### src/rtl/maxnet_serial_if.sv
// Request/result bundle for the serial MAXNET engine.
// master = requester (drives start/in_vec/epsilon), slave = engine.
interface maxnet_serial_if #(
  parameter int N        = 4,
  parameter int W        = 16,
  parameter int MAX_ITER = 64
) ();
  logic                             start;
  logic [N*W-1:0]                   in_vec;
  logic [W-1:0]                     epsilon;
  logic                             busy;
  logic                             done;
  logic [W-1:0]                     max_val;
  logic [$clog2(N)-1:0]             max_idx;
  logic                             tie;
  logic                             timeout;
  logic [$clog2(MAX_ITER+1)-1:0]    iters;

  modport master (
    output start, in_vec, epsilon,
    input  busy, done, max_val, max_idx, tie, timeout, iters
  );

  modport slave (
    input  start, in_vec, epsilon,
    output busy, done, max_val, max_idx, tie, timeout, iters
  );
endinterface

### src/rtl/maxnet_serial.sv
// Serial N-channel MAXNET winner-take-all engine.
// One channel per cycle: SCAN accumulates sum/count/argmax, DECIDE picks
// finish or another iteration, UPDATE applies lateral inhibition in place.
module maxnet_serial #(
  parameter int N        = 4,
  parameter int W        = 16,
  parameter int FRAC     = 8,
  parameter int MAX_ITER = 64
) (
  input logic             clk,
  input logic             rst,
  maxnet_serial_if.slave  bus
);

  localparam int IW  = $clog2(N);
  localparam int SW  = W + IW;            // running sum width
  localparam int PW  = W + SW;            // epsilon * (S - x) product width
  localparam int CW  = $clog2(N + 1);     // nonzero-channel count width
  localparam int ITW = $clog2(MAX_ITER + 1);

  typedef enum logic [2:0] {IDLE, SCAN, DECIDE, UPDATE, DONE} state_t;

  state_t          state_reg;
  logic [IW-1:0]   ch_reg;
  logic [W-1:0]    x_reg    [N];
  logic [W-1:0]    orig_reg [N];
  logic [W-1:0]    eps_reg;
  logic [ITW-1:0]  iter_reg;
  logic [N-1:0]    prev_mask_reg;
  logic [N-1:0]    mask_reg;
  logic [SW-1:0]   sum_reg;
  logic [CW-1:0]   count_reg;
  logic [W-1:0]    best_val_reg;
  logic [IW-1:0]   best_idx_reg;
  logic            tie_scan_reg;

  logic            busy_reg;
  logic            done_reg;
  logic [W-1:0]    max_val_reg;
  logic [IW-1:0]   max_idx_reg;
  logic            tie_reg;
  logic            timeout_reg;
  logic [ITW-1:0]  iters_reg;

  // Unpack the flat channel bus into per-channel words.
  logic [W-1:0] in_ch [N];
  genvar gi;
  generate
    for (gi = 0; gi < N; gi++) begin : g_unpack
      assign in_ch[gi] = bus.in_vec[gi*W +: W];
    end
  endgenerate

  // Shared inhibition datapath for the channel currently addressed.
  // S is frozen during UPDATE, so S - x never underflows and the
  // subtraction of inhib saturates at zero.
  logic [W-1:0]  x_cur;
  logic [SW-1:0] diff;
  logic [PW-1:0] prod;
  logic [PW-1:0] inhib;
  logic [W-1:0]  x_upd;

  assign x_cur = x_reg[ch_reg];

  // Compute the updated value of the addressed channel.
  always_comb begin
    diff  = sum_reg - SW'(x_cur);
    prod  = PW'(eps_reg) * PW'(diff);
    inhib = prod >> FRAC;
    x_upd = (PW'(x_cur) > inhib) ? (x_cur - inhib[W-1:0]) : '0;
  end

  // Finish decision and result selection evaluated during DECIDE.
  logic [IW-1:0] low_idx;
  logic [IW-1:0] dec_idx;
  logic          dec_tie;
  logic          dec_timeout;
  logic          dec_finish;

  // Lowest surviving channel of the previous iteration, and the finish rule.
  always_comb begin
    low_idx = '0;
    for (int i = N - 1; i >= 0; i--) begin
      if (prev_mask_reg[i]) low_idx = IW'(i);
    end
    dec_finish  = 1'b1;
    dec_idx     = best_idx_reg;
    dec_tie     = tie_scan_reg;
    dec_timeout = 1'b0;
    if (count_reg == CW'(1)) begin
      dec_tie = 1'b0;
    end else if (count_reg == '0) begin
      // Everything was knocked out together: fall back to the last survivors.
      dec_idx = low_idx;
      dec_tie = 1'b1;
    end else if (iter_reg == ITW'(MAX_ITER)) begin
      dec_timeout = 1'b1;
    end else begin
      dec_finish = 1'b0;
    end
  end

  // Control FSM with all state and result registers.
  always_ff @(posedge clk or negedge rst) begin
    if (!rst) begin
      state_reg     <= IDLE;
      ch_reg        <= '0;
      for (int i = 0; i < N; i++) begin
        x_reg[i]    <= '0;
        orig_reg[i] <= '0;
      end
      eps_reg       <= '0;
      iter_reg      <= '0;
      prev_mask_reg <= '0;
      mask_reg      <= '0;
      sum_reg       <= '0;
      count_reg     <= '0;
      best_val_reg  <= '0;
      best_idx_reg  <= '0;
      tie_scan_reg  <= 1'b0;
      busy_reg      <= 1'b0;
      done_reg      <= 1'b0;
      max_val_reg   <= '0;
      max_idx_reg   <= '0;
      tie_reg       <= 1'b0;
      timeout_reg   <= 1'b0;
      iters_reg     <= '0;
    end else begin
      case (state_reg)
        IDLE: begin
          if (bus.start) begin
            for (int i = 0; i < N; i++) begin
              x_reg[i]    <= in_ch[i];
              orig_reg[i] <= in_ch[i];
            end
            eps_reg       <= bus.epsilon;
            iter_reg      <= '0;
            prev_mask_reg <= '1;
            mask_reg      <= '0;
            sum_reg       <= '0;
            count_reg     <= '0;
            best_val_reg  <= '0;
            best_idx_reg  <= '0;
            tie_scan_reg  <= 1'b0;
            ch_reg        <= '0;
            busy_reg      <= 1'b1;
            state_reg     <= SCAN;
          end
        end

        SCAN: begin
          sum_reg <= sum_reg + SW'(x_cur);
          if (x_cur != '0) begin
            count_reg        <= count_reg + CW'(1);
            mask_reg[ch_reg] <= 1'b1;
          end
          if (x_cur > best_val_reg) begin
            best_val_reg <= x_cur;
            best_idx_reg <= ch_reg;
            tie_scan_reg <= 1'b0;
          end else if ((x_cur == best_val_reg) && (x_cur != '0)) begin
            tie_scan_reg <= 1'b1;
          end
          if (ch_reg == IW'(N - 1)) begin
            ch_reg    <= '0;
            state_reg <= DECIDE;
          end else begin
            ch_reg <= ch_reg + IW'(1);
          end
        end

        DECIDE: begin
          if (dec_finish) begin
            done_reg    <= 1'b1;
            max_idx_reg <= dec_idx;
            max_val_reg <= orig_reg[dec_idx];
            tie_reg     <= dec_tie;
            timeout_reg <= dec_timeout;
            iters_reg   <= iter_reg;
            state_reg   <= DONE;
          end else begin
            prev_mask_reg <= mask_reg;
            ch_reg        <= '0;
            state_reg     <= UPDATE;
          end
        end

        UPDATE: begin
          x_reg[ch_reg] <= x_upd;
          if (ch_reg == IW'(N - 1)) begin
            iter_reg     <= iter_reg + ITW'(1);
            sum_reg      <= '0;
            count_reg    <= '0;
            mask_reg     <= '0;
            best_val_reg <= '0;
            best_idx_reg <= '0;
            tie_scan_reg <= 1'b0;
            ch_reg       <= '0;
            state_reg    <= SCAN;
          end else begin
            ch_reg <= ch_reg + IW'(1);
          end
        end

        DONE: begin
          done_reg  <= 1'b0;
          busy_reg  <= 1'b0;
          state_reg <= IDLE;
        end

        default: state_reg <= IDLE;
      endcase
    end
  end

  assign bus.busy    = busy_reg;
  assign bus.done    = done_reg;
  assign bus.max_val = max_val_reg;
  assign bus.max_idx = max_idx_reg;
  assign bus.tie     = tie_reg;
  assign bus.timeout = timeout_reg;
  assign bus.iters   = iters_reg;

endmodule

### src/flat_wrapper.sv
// flat-port wrapper written by rule: the top's interface ports become plain ports
module maxnet_serial_flat 
#(
  parameter int N        = 4,
  parameter int W        = 16,
  parameter int FRAC     = 8,
  parameter int MAX_ITER = 64
)
  (clk, rst, bus_start, bus_in_vec, bus_epsilon, bus_busy, bus_done, bus_max_val, bus_max_idx, bus_tie, bus_timeout, bus_iters);
  maxnet_serial_if #(.N(N), .W(W), .MAX_ITER(MAX_ITER)) bus_i ();
  input logic clk;
  input logic rst;
  input wire logic [$bits(bus_i.start)-1:0] bus_start;
  input wire logic [$bits(bus_i.in_vec)-1:0] bus_in_vec;
  input wire logic [$bits(bus_i.epsilon)-1:0] bus_epsilon;
  output wire logic [$bits(bus_i.busy)-1:0] bus_busy;
  output wire logic [$bits(bus_i.done)-1:0] bus_done;
  output wire logic [$bits(bus_i.max_val)-1:0] bus_max_val;
  output wire logic [$bits(bus_i.max_idx)-1:0] bus_max_idx;
  output wire logic [$bits(bus_i.tie)-1:0] bus_tie;
  output wire logic [$bits(bus_i.timeout)-1:0] bus_timeout;
  output wire logic [$bits(bus_i.iters)-1:0] bus_iters;
  assign bus_i.start = bus_start;
  assign bus_i.in_vec = bus_in_vec;
  assign bus_i.epsilon = bus_epsilon;
  assign bus_busy = bus_i.busy;
  assign bus_done = bus_i.done;
  assign bus_max_val = bus_i.max_val;
  assign bus_max_idx = bus_i.max_idx;
  assign bus_tie = bus_i.tie;
  assign bus_timeout = bus_i.timeout;
  assign bus_iters = bus_i.iters;
  maxnet_serial #(.N(N), .W(W), .FRAC(FRAC), .MAX_ITER(MAX_ITER)) u_core (.clk(clk), .rst(rst), .bus(bus_i));
endmodule
### config.mk
export PLATFORM = sky130hd
export DESIGN_NAME = maxnet_serial_flat
export DESIGN_NICKNAME = d
export VERILOG_FILES = /design/src/rtl/maxnet_serial_if.sv /design/src/rtl/maxnet_serial.sv /design/src/flat_wrapper.sv
export SDC_FILE = /design/constraint.sdc
export NUM_CORES = 1
export LEC_CHECK = 0
export ABC_AREA = 1
export CAP_MARGIN = 30
export CORE_MARGIN = 1.5
export CORE_UTILIZATION = 55
export CTS_BUF_LIST = sky130_fd_sc_hd__clkbuf_4 sky130_fd_sc_hd__clkbuf_8 sky130_fd_sc_hd__clkbuf_16
export DETAILED_ROUTE_END_ITERATION = 16
export DONT_BUFFER_PORTS = 1
export GPL_TIMING_DRIVEN = 0
export PLACE_DENSITY_LB_ADDON = 0.12
export SETUP_SLACK_MARGIN = 0.02
export SYNTH_ARGS = -nofsm -noshare
export SYNTH_HDL_FRONTEND = slang
export SYNTH_SLANG_ARGS = --single-unit
export TNS_END_PERCENT = 100
### constraint.sdc
create_clock -name clk -period 27.3 [get_ports clk]
set_input_delay 1.365 -clock clk [delete_from_list [all_inputs] [get_ports clk]]
set_output_delay 1.365 -clock clk [all_outputs]
set_load 0.05 [all_outputs]
==> results of run 1 <==
## kinds of logic after synthesis
kind of cell / count (synthesis)
AND/OR/NAND/NOR: 1278
buffers and inverters: 630
flip-flops: 233
adder cells (fa/ha/maj): 400
AO/OA/AOI/OAI: 440
XOR/XNOR: 37
## synthesized netlist by cell type, types with 4 or more instances
library cell    n
nand2_2         8
a32o_1          8
o21ai_1         9
buf_1           6
buf_2          19
inv_2          21
nand3b_1        4
buf_4           6
nor2_2          4
o21a_1          4
xnor2_1        18
a31oi_1         6
a21o_1          7
ha_1          176
nor2_1        291
o21bai_1        9
nand3_1       107
nor3_1         19
nand4_1        63
a21oi_1       232
a221oi_1        8
buf_6           5
o21ai_0        97
o22ai_1        20
clkbuf_1       78
a32oi_1         7
fa_1          224
nand2_1       758
or2_2           7
nor4_1          7
o311ai_0        5
xor2_1         19
dfrtp_1       233
o211ai_1        7
inv_1         486
clkinv_1        8
## worst reg2reg max path: cells and delay by family, from the launching register on
kind / cells / cell delay, ps
buffers and inverters: 11 / 2090
DFF: 1 / 410
xor gates and xnor gates: 2 / 560
AOI/OAI and AO/OA: 7 / 2380
and+or+nand+nor: 15 / 2390
adders and majority gates: 9 / 4340
## worst max-delay path by stage
stage,from,slack (ps),to,cells after the start
global route,u_core.ch_reg[0],14480,u_core.x_reg[28],44
detailed placement,u_core.ch_reg[0],15440,u_core.x_reg[60],44
global placement,u_core.ch_reg[0],15570,u_core.x_reg[44],46
CTS,u_core.ch_reg[0],15340,u_core.x_reg[44],44
floorplan,u_core.ch_reg[0],18270,u_core.x_reg[54],54
finish,u_core.ch_reg[0],15040,u_core.x_reg[44],44
## final cells by class
cell class | count | area [um^2] | share of cell area [%]
flip-flops and latches | 233 | 5831 | 23.61
clock inverters | 5 | 61.31 | 0.2482
diodes | 1 | 2.502 | 0.01013
repair buffers | 2 | 15.01 | 0.06079
inverters | 515 | 1933 | 7.826
clock buffers | 47 | 923.4 | 3.738
multi-input cells | 2155 | 14750 | 59.72
plain buffers | 115 | 516.7 | 2.092
well taps | 532 | 665.6 | 2.695
## routing by layer
metal  global-route usage, %  share of wire (%)
met1                   52.40                 43
met2                   52.91                 42
met3                   11.85                 12
met4                   9.741                3.0
met5                       0                  0
## metrics by stage
stage	instance area, um^2	setup WS, ps	instances
2_1_floorplan	23030	18270	3018
3_3_place_gp	23700	15570	3550
3_5_place_dp	23710	15440	3551
4_1_cts	24690	15340	3603
5_1_grt	24700	14480	3604
6_report	24700	15040	3605
==> metrics.json, run 1 <==
{
  "cells_and_area": {
    "layout.nets": 3533,
    "layout_common_cells": "nand2_1 (758), inv_1 (486), nor2_1 (291), dfrtp_1 (233), a21oi_1 (232)",
    "layout.cells.most_common": "nand2_1",
    "flow.area_growth_from_synthesis_pct": 7.241,
    "drive_gt1_share_pct": 4.329,
    "filler_cell_count": 3874,
    "finish.utilization_pct": 60.08
  },
  "clock_tree": {
    "clkLatencyLatePin_ps": 570,
    "post_cts_resize_count": 0,
    "tritoncts_clock_tree": "yes",
    "cts_root_buf": "clkbuf_16",
    "htree_num_levels": 1,
    "cts_made_buffers": 28,
    "cts_post_setup_buffers_inserted": 0,
    "clock_tree.buffer_depth": 3,
    "post_cts_hold_buffer_count": 0,
    "clock-sinks": 233,
    "clkSlewWorstSetupHoldPaths_ps": 60
  },
  "sta": {
    "max_freq_mhz": 81.59,
    "rsz_0062_raised_after_global_routing": "false",
    "final_hold_slack_ps": 482.7,
    "final_worst_path_cycle_share_pct": 44.90,
    "final_hold_viol_count": 0,
    "final-max-slew-violation-count": 0,
    "clock_skew_ps": 19.37,
    "timing.final.setup_violations": 0,
    "worst_slew_pin_slew_ps": 1418,
    "max_slew_margin_pct": 5.468,
    "final_layout_setup_total_negative_slack_ps": 0,
    "period_minus_slack_ps": 12260
  },
  "placed_design": {
    "dp_hpwl_um": 62500,
    "place_congestion": 1.007,
    "io_buffer_count": 0
  },
  "synth": {
    "proportion_of_netlist_area_held_by_the_largest_area_contributor_pct": 25.32,
    "synthesis.area_um2": 23030,
    "yosysWarningCount": 0,
    "yosys_most_used_dff": "dfrtp_1",
    "yosys_register_bits": 233,
    "syn_inst": 3018,
    "synth_top_cell_by_area": "dfrtp_1",
    "synth_enable_flop_cells": 0,
    "yosysSeqAreaShare_pct": 25.32,
    "mappedNetlistNets": 3501,
    "synth.mux.area_fraction_pct": 0,
    "synth_area_per_inst_um2": 7.632,
    "synth_adder_area_share_pct": 29.03,
    "dominant_combinational_cell_family_by_area_after_synthesis": "adder cells",
    "xor_xnor_share_of_the_synthesized_area_pct": 1.407,
    "post_synthesis_share_of_cell_area_spent_on_and_or_nand_and_nor_gates_pct": 22.82,
    "async_reset_ff_share_pct": 100.0,
    "synth_compound_gate_area_share_pct": 10.79,
    "synth.distinct_cells": 56,
    "netlist_top_cells_area": "dfrtp_1 (25%), fa_1 (19%), nand2_1 (12%), ha_1 (9.6%), inv_1 (7.9%)"
  },
  "min_path": {
    "min_delay_worst_endpoint": "u_core.orig_reg[45]",
    "min-delay-start": "u_core.orig_reg[45]",
    "hold_path.class": "flip-flop to flip-flop",
    "hold_path_depth": 2
  },
  "setup_path": {
    "critical_path_data_required_time_ps": 27790,
    "cp_max_stage_delay_ps": 1130,
    "crit_arrival_ps": 12750,
    "worstPathMaxFanout": 11,
    "r2r_start": "u_core.ch_reg[0]",
    "setup.worst_path.start_class": "flip-flop",
    "timing.critical_path.mode_cell": "nand2_1",
    "critical_path.top_delay_family": "adder cells",
    "setup.worst_path.class": "flip-flop to flip-flop",
    "critPathSlowestCell": "a32oi_1",
    "setup.reg_to_reg.worst_slack_ps": 15040,
    "crit_end_category": "flip-flop",
    "timing.critical_path.buf_inv": 11,
    "r2r_cells": 44,
    "reg2reg_to": "u_core.x_reg[44]"
  },
  "floorplan": {
    "rows": 74,
    "dieWidth_um": 207.6,
    "chipHeight_um": 207.6,
    "die_area_um2": 43110,
    "io-pin-count": 112,
    "core_area_um2": 41110,
    "start_util_pct": 56.03
  },
  "global_route": {
    "grt_usage_pct": 36.43,
    "largest_net_degree_at_the_start_of_global_routing": 234,
    "number_of_global_route_vias_before_repair": 20937,
    "global_route.overflow_total": 0,
    "grt_pass1_wl_um": 120700,
    "initial_antenna_violation_count": 0
  },
  "detailed_routing": {
    "detailedRoute.firstIterationViolations": 2575,
    "dr_vias": 21245,
    "antenna_left": 0,
    "drt-wirelength-per-cell_um": 21.61,
    "post_drt_via_cell_ratio": 5.893,
    "drcViolationCount": 0,
    "drt_first_pass_iters": 6,
    "wl_um": 77900
  },
  "outcome": {
    "run_status": "complete, no violations"
  },
  "run": {
    "cap_viol_max_count": 0
  }
}
Power of run 1 is left out: the tool's default activity adds up to more than one toggle a clock period on the data nets, which glitch-free logic cannot reach.
==> run 2, diff against run 1 <==
clock period = 12.6 ns   (was 27.3 ns; I/O delays follow)
==> metrics.json, run 2 (same netlist as run 1, synthesis figures left out) <==
{
  "outcome": {
    "run_status": {"value": "finished with violations", "change": "was complete, no violations"},
    "failed_checks": "hold timing"
  },
  "global_route": {
    "initial_antenna_violation_count": {"value": 0, "change": "unchanged"},
    "largest_net_degree_at_the_start_of_global_routing": {"value": 234, "change": "unchanged"},
    "grt_pass1_wl": {"value": 120800, "unit": "um", "change": "was 120700 um"},
    "number_of_global_route_vias_before_repair": {"value": 20926, "change": "was 20937"},
    "global_route.overflow_total": {"value": 0, "change": "unchanged"},
    "grt_usage": {"value": 36.47, "unit": "%", "change": "was 36.43%"}
  },
  "sta": {
    "rsz_0062_raised_after_global_routing": {"value": "false", "change": "unchanged"},
    "clock_skew": {"value": 18.30, "unit": "ps", "change": "was 19.37 ps"},
    "final_worst_path_cycle_share": {"value": 94.16, "unit": "%", "change": "was 44.90%"},
    "final_layout_setup_total_negative_slack": {"value": 0, "unit": "ps", "change": "unchanged"},
    "worst_slew_pin_slew": {"value": 1256, "unit": "ps", "change": "was 1418 ps"},
    "final.setup.worst_slack": {"value": 736.4, "unit": "ps", "change": "was 15040 ps"},
    "timing.final.setup_violations": {"value": 0, "change": "unchanged"},
    "max_slew_margin": {"value": 16.25, "unit": "%", "change": "was 5.468%"},
    "max_freq": {"value": 84.29, "unit": "MHz", "change": "was 81.59 MHz"},
    "final_hold_slack": {"value": -8.694, "unit": "ps", "change": "was 482.7 ps"},
    "final-max-slew-violation-count": {"value": 0, "change": "unchanged"},
    "period_minus_slack": {"value": 11860, "unit": "ps", "change": "was 12260 ps"},
    "final_hold_viol_count": {"value": 13, "change": "was 0"}
  },
  "clock_tree": {
    "clkLatencyLatePin": {"value": 570, "unit": "ps", "change": "about the same"},
    "clock-sinks": {"value": 233, "change": "unchanged"},
    "cts_made_buffers": {"value": 28, "change": "unchanged"},
    "htree_num_levels": {"value": 1, "change": "unchanged"},
    "cts_post_setup_buffers_inserted": {"value": 0, "change": "unchanged"},
    "tritoncts_clock_tree": {"value": "yes", "change": "unchanged"},
    "cts_root_buf": {"value": "clkbuf_16", "change": "unchanged"},
    "clock_tree.buffer_depth": {"value": 3, "change": "unchanged"},
    "clkSlewWorstSetupHoldPaths": {"value": 60, "unit": "ps", "change": "about the same"}
  },
  "cells_and_area": {
    "finish.utilization": {"value": 60.25, "unit": "%", "change": "was 60.08%"},
    "layout_common_cells": {"value": "nand2_1 (758), inv_1 (486), nor2_1 (291), dfrtp_1 (233), a21oi_1 (232)", "change": "unchanged"},
    "antenna-diode-count": {"value": 0, "change": "was 1"},
    "drive_gt1_share": {"value": 4.457, "unit": "%", "change": "was 4.329%"},
    "filler_cell_count": {"value": 3866, "change": "was 3874"},
    "flow.area_growth_from_synthesis": {"value": 7.535, "unit": "%", "change": "was 7.241%"},
    "layout.cells.non_filler": {"value": 3606, "change": "was 3605"},
    "combined_area_of_the_multi_input_logic_cells": {"value": 14770, "unit": "um^2", "change": "was 14750 um^2"},
    "register_area": {"value": 5831, "unit": "um^2", "change": "unchanged"},
    "layout.cells.most_common": {"value": "nand2_1", "change": "unchanged"},
    "layout.nets": {"value": 3535, "change": "was 3533"}
  },
  "setup_path": {
    "crit_end_category": {"value": "flip-flop", "change": "unchanged"},
    "cp_max_stage_delay": {"value": 1030, "unit": "ps", "change": "was 1130 ps"},
    "critical_path_data_required_time": {"value": 13090, "unit": "ps", "change": "was 27790 ps"},
    "crit_arrival": {"value": 12360, "unit": "ps", "change": "was 12750 ps"},
    "critPathSlowestCell": {"value": "a32oi_1", "change": "unchanged"},
    "setup.worst_path.class": {"value": "flip-flop to flip-flop", "change": "unchanged"},
    "setup.worst_path.start_class": {"value": "flip-flop", "change": "unchanged"},
    "worstPathMaxFanout": {"value": 11, "change": "unchanged"}
  },
  "detailed_routing": {
    "wl": {"value": 78000, "unit": "um", "change": "was 77900 um"},
    "drcViolationCount": {"value": 0, "change": "unchanged"},
    "detailedRoute.firstIterationViolations": {"value": 2656, "change": "was 2575"},
    "drt-wirelength-per-cell": {"value": 21.63, "unit": "um", "change": "was 21.61 um"},
    "drt_first_pass_iters": {"value": 6, "change": "unchanged"},
    "post_drt_via_cell_ratio": {"value": 5.906, "change": "was 5.893"},
    "dr_vias": {"value": 21296, "change": "was 21245"},
    "antenna_left": {"value": 0, "change": "unchanged"}
  },
  "floorplan": {
    "rows": {"value": 74, "change": "unchanged"},
    "dieWidth": {"value": 207.6, "unit": "um", "change": "unchanged"},
    "die_area": {"value": 43110, "unit": "um^2", "change": "unchanged"},
    "chipHeight": {"value": 207.6, "unit": "um", "change": "unchanged"},
    "core_area": {"value": 41110, "unit": "um^2", "change": "unchanged"},
    "start_util": {"value": 56.03, "unit": "%", "change": "unchanged"},
    "io-pin-count": {"value": 112, "change": "unchanged"}
  },
  "placed_design": {
    "io_buffer_count": {"value": 0, "change": "unchanged"},
    "place_congestion": {"value": 1.007, "change": "unchanged"},
    "dp_cells": {"value": 3551, "change": "unchanged"},
    "dp_hpwl": {"value": 62500, "unit": "um", "change": "unchanged"},
    "placement.setup.worst_slack": {"value": 736.9, "unit": "ps", "change": "was 15440 ps"}
  },
  "min_path": {
    "hold_path.class": {"value": "primary input to async pin", "change": "was flip-flop to flip-flop"}
  },
  "run": {
    "cap_viol_max_count": {"value": 0, "change": "unchanged"}
  }
}
==> run 2: cell types whose count changed in the layout (fill, tap and decap cells not counted), sizes merged <==
| cell | delta |
|---|---|
| buf | +2 |
| diode | -1 |
==> run 2: worst paths after layout <==
path                       slack (ps)                  end  cells past startpoint          startpoint
setup reg to reg                  740     u_core.x_reg[44]                     37    u_core.ch_reg[0]
max in group asynchronous       11450     u_core.x_reg[32]                      2                 rst
min in group clk                  170  u_core.orig_reg[55]                      2       bus_in_vec[7]
hold / removal                     -9    u_core.eps_reg[6]                      1                 rst
setup / recovery                  740     u_core.x_reg[44]                     37    u_core.ch_reg[0]
hold reg to reg                   480   u_core.orig_reg[9]                      2  u_core.orig_reg[9]
==> run 2: through the flow <==
stage	cell area, um^2	hold WS (ps)
global placement	23700	340.1
detailed placement	23710	341.4
global route	24770	37.35
finish	24770	-8.694
floorplan	23030	334.4
CTS	24720	166.6
==> run 2: what timing repair did <==
| action | 4_1_cts | 5_1_grt |
|---|---|---|
| hold endpoints to repair | 233 | 0 |
| endpoints found under the setup margin | 0 | 19 |
| hold buffers | 1 | 0 |
| resized for setup | 0 | 2 |
==> run 2: metal layers <==
metal,up-vias,global-route usage [%],part of all wire (%)
met2,1157,52.87,42
met5,-,0,0
met3,160,11.63,12
met1,10402,52.69,43
li1,9577,-,-
met4,0,9.690,2.8
==> run 2: area by class of cell <==
cell class,instances,area share [%]
Clock inverter,5,0.2475
Buffer,115,2.086
Timing Repair Buffer,4,0.2829
Sequential cell,233,23.54
Clock buffer,47,3.728
Inverter,515,7.805
Multi-Input combinational cell,2155,59.62
Tap cell,532,2.688
==> run 2: critical path, delay by kind of cell (launching register included) <==
family | cells | cell delay, ps
AOI/OAI and AO/OA | 9 | 2640
xor gates and xnor gates | 2 | 590
adders and majority gates | 9 | 4480
buffers and inverters | 7 | 1900
DFF | 1 | 410
and+or+nand+nor | 10 | 1750
Power of run 2 is left out for the same reason.
==> run 3, diff against run 2 <==
RECOVER_POWER = 25   (was default)
SLEW_MARGIN = 40   (was default)
==> metrics.json, run 3 (same netlist as run 1, synthesis figures left out) <==
{
  "outcome": {
    "run_status": {"value": "finished with violations", "change": "unchanged"},
    "failed_checks": {"value": "capacitance limit, slew limit", "change": "was hold timing"}
  },
  "floorplan": {
    "core_area": {"value": 41110, "unit": "um^2", "change": "unchanged"},
    "die_area": {"value": 43110, "unit": "um^2", "change": "unchanged"},
    "rows": {"value": 74, "change": "unchanged"},
    "io-pin-count": {"value": 112, "change": "unchanged"},
    "dieWidth": {"value": 207.6, "unit": "um", "change": "unchanged"},
    "start_util": {"value": 56.03, "unit": "%", "change": "unchanged"},
    "chipHeight": {"value": 207.6, "unit": "um", "change": "unchanged"}
  },
  "detailed_routing": {
    "drcViolationCount": {"value": 0, "change": "unchanged"},
    "drt-wirelength-per-cell": {"value": 21.63, "unit": "um", "change": "about the same"},
    "antenna_left": {"value": 0, "change": "unchanged"},
    "detailedRoute.firstIterationViolations": {"value": 2539, "change": "was 2656"},
    "wl": {"value": 78040, "unit": "um", "change": "was 78000 um"},
    "post_drt_via_cell_ratio": {"value": 5.878, "change": "was 5.906"},
    "dr_vias": {"value": 21207, "change": "was 21296"},
    "drt_first_pass_iters": {"value": 6, "change": "unchanged"}
  },
  "clock_tree": {
    "post_cts_resize_count": {"value": 0, "change": "unchanged"},
    "clkSlewWorstSetupHoldPaths": {"value": 60, "unit": "ps", "change": "about the same"},
    "tritoncts_clock_tree": {"value": "yes", "change": "unchanged"},
    "clock_tree.buffer_depth": {"value": 3, "change": "unchanged"},
    "cts_root_buf": {"value": "clkbuf_16", "change": "unchanged"},
    "clock-sinks": {"value": 233, "change": "unchanged"},
    "clkLatencyLatePin": {"value": 560, "unit": "ps", "change": "was 570 ps"},
    "cts_made_buffers": {"value": 27, "change": "was 28"},
    "htree_num_levels": {"value": 1, "change": "unchanged"}
  },
  "sta": {
    "worst_slew_pin_slew": {"value": 5187, "unit": "ps", "change": "was 1256 ps"},
    "rsz_0062_raised_after_global_routing": {"value": "false", "change": "unchanged"},
    "timing.final.setup_violations": {"value": 0, "change": "unchanged"},
    "final-max-slew-violation-count": {"value": 238, "change": "was 0"},
    "final_hold_viol_count": {"value": 0, "change": "was 13"},
    "max_freq": {"value": 83.34, "unit": "MHz", "change": "was 84.29 MHz"},
    "final_worst_path_cycle_share": {"value": 95.23, "unit": "%", "change": "was 94.16%"},
    "final_layout_setup_total_negative_slack": {"value": 0, "unit": "ps", "change": "unchanged"},
    "clock_skew": {"value": 16.23, "unit": "ps", "change": "was 18.30 ps"},
    "max_slew_margin": {"value": -245.8, "unit": "%", "change": "was 16.25%"},
    "period_minus_slack": {"value": 12000, "unit": "ps", "change": "was 11860 ps"}
  },
  "global_route": {
    "grt_usage": {"value": 36.49, "unit": "%", "change": "was 36.47%"},
    "largest_net_degree_at_the_start_of_global_routing": {"value": 234, "change": "unchanged"},
    "global_route.overflow_total": {"value": 0, "change": "unchanged"},
    "number_of_global_route_vias_before_repair": {"value": 21015, "change": "was 20926"},
    "initial_antenna_violation_count": {"value": 0, "change": "unchanged"},
    "grt_pass1_wl": {"value": 120900, "unit": "um", "change": "was 120800 um"}
  },
  "setup_path": {
    "setup.worst_path.class": {"value": "flip-flop to flip-flop", "change": "unchanged"},
    "setup.worst_path.start_class": {"value": "flip-flop", "change": "unchanged"},
    "crit_arrival": {"value": 12490, "unit": "ps", "change": "was 12360 ps"},
    "worstPathMaxFanout": {"value": 10, "change": "was 11"},
    "cp_max_stage_delay": {"value": 620, "unit": "ps", "change": "was 1030 ps"},
    "critical_path_data_required_time": {"value": 13090, "unit": "ps", "change": "about the same"},
    "crit_end_category": {"value": "flip-flop", "change": "unchanged"},
    "timing.critical_path.mode_cell": "nand2_1",
    "critPathSlowestCell": {"value": "dfrtp_1", "change": "was a32oi_1"}
  },
  "placed_design": {
    "place_congestion": {"value": 1.007, "change": "unchanged"},
    "io_buffer_count": {"value": 0, "change": "unchanged"},
    "dp_hpwl": {"value": 62570, "unit": "um", "change": "was 62500 um"}
  },
  "cells_and_area": {
    "flow.area_growth_from_synthesis": {"value": 7.220, "unit": "%", "change": "was 7.535%"},
    "filler_cell_count": {"value": 3871, "change": "was 3866"},
    "layout.cells.most_common": {"value": "nand2_1", "change": "unchanged"},
    "layout.nets": {"value": 3538, "change": "was 3535"},
    "layout_common_cells": {"value": "nand2_1 (758), inv_1 (486), nor2_1 (291), dfrtp_1 (233), a21oi_1 (232)", "change": "unchanged"},
    "drive_gt1_share": {"value": 4.522, "unit": "%", "change": "was 4.457%"}
  },
  "min_path": {
    "hold_path.class": {"value": "primary input to flip-flop", "change": "was primary input to async pin"}
  },
  "run": {
    "cap_viol_max_count": {"value": 3, "change": "was 0"}
  }
}
run 3: what timing repair did:
item,CTS,global route
hold buffers,1,1
endpoints found under the hold margin,233,47
setup buffers,0,0
run 3: stage by stage:
| stage | hold slack, ps | util, % | cell area (um^2) | cells | setup slack [ps] |
|---|---|---|---|---|---|
| 2_1_floorplan | 334.4 | - | 23030 | 3018 | 3571 |
| 3_3_place_gp | 340.1 | 57.65 | 23700 | 3550 | 866.4 |
| 3_5_place_dp | 341.4 | 57.78 | 23750 | 3553 | 1040 |
| 4_1_cts | 163.7 | 60.04 | 24680 | 3602 | 984.6 |
| 5_1_grt | 179.0 | 60.06 | 24690 | 3606 | 78.98 |
| 6_report | 173.6 | 60.07 | 24690 | 3608 | 601.0 |
run 3: final cells by class:
class	instances	area, um^2	share of cell area [%]
sequential	233	5831	23.61
clock inverter	10	92.59	0.3749
inverter	515	1933	7.828
timing repair buffer	8	43.79	0.1773
multi-input combinational	2155	14800	59.92
tap	532	665.6	2.695
clock buffer	38	808.3	3.273
antenna	2	5.005	0.02027
buffer	115	519.2	2.103
run 3: per-layer routing:
metal  global-route usage, %  share of wire (%)  up-vias
met5                       0                  0        -
li1                        -                  -     9573
met3                   10.85                 12      149
met1                   52.71                 43    10382
met4                   10.45                2.8        0
met2                   53.16                 42     1103
run 3: worst max-delay path, delay by kind of cell (launching register included):
| kind | cells | cell delay, ps |
|---|---|---|
| buf+inv | 11 | 1750 |
| xor+xnor | 2 | 580 |
| fa+ha+maj | 9 | 4170 |
| simple gates | 16 | 2580 |
| flops | 1 | 620 |
| compound gates | 10 | 2230 |
run 3: final timing paths:
| path | cells past startpoint | from | to | slack [ps] |
|---|---|---|---|---|
| max reg2reg | 48 | u_core.ch_reg[1] | u_core.x_reg[60] | 600 |
| min | 2 | bus_in_vec[6] | u_core.orig_reg[54] | 170 |
| min reg2reg | 2 | u_core.orig_reg[58] | u_core.orig_reg[58] | 480 |
| min in group asynchronous | 2 | rst | u_core.eps_reg[11] | 1740 |
| max | 48 | u_core.ch_reg[1] | u_core.x_reg[60] | 600 |
| max in group asynchronous | 3 | rst | u_core.iter_reg[3] | 4720 |
Power of run 3 is left out for the same reason.
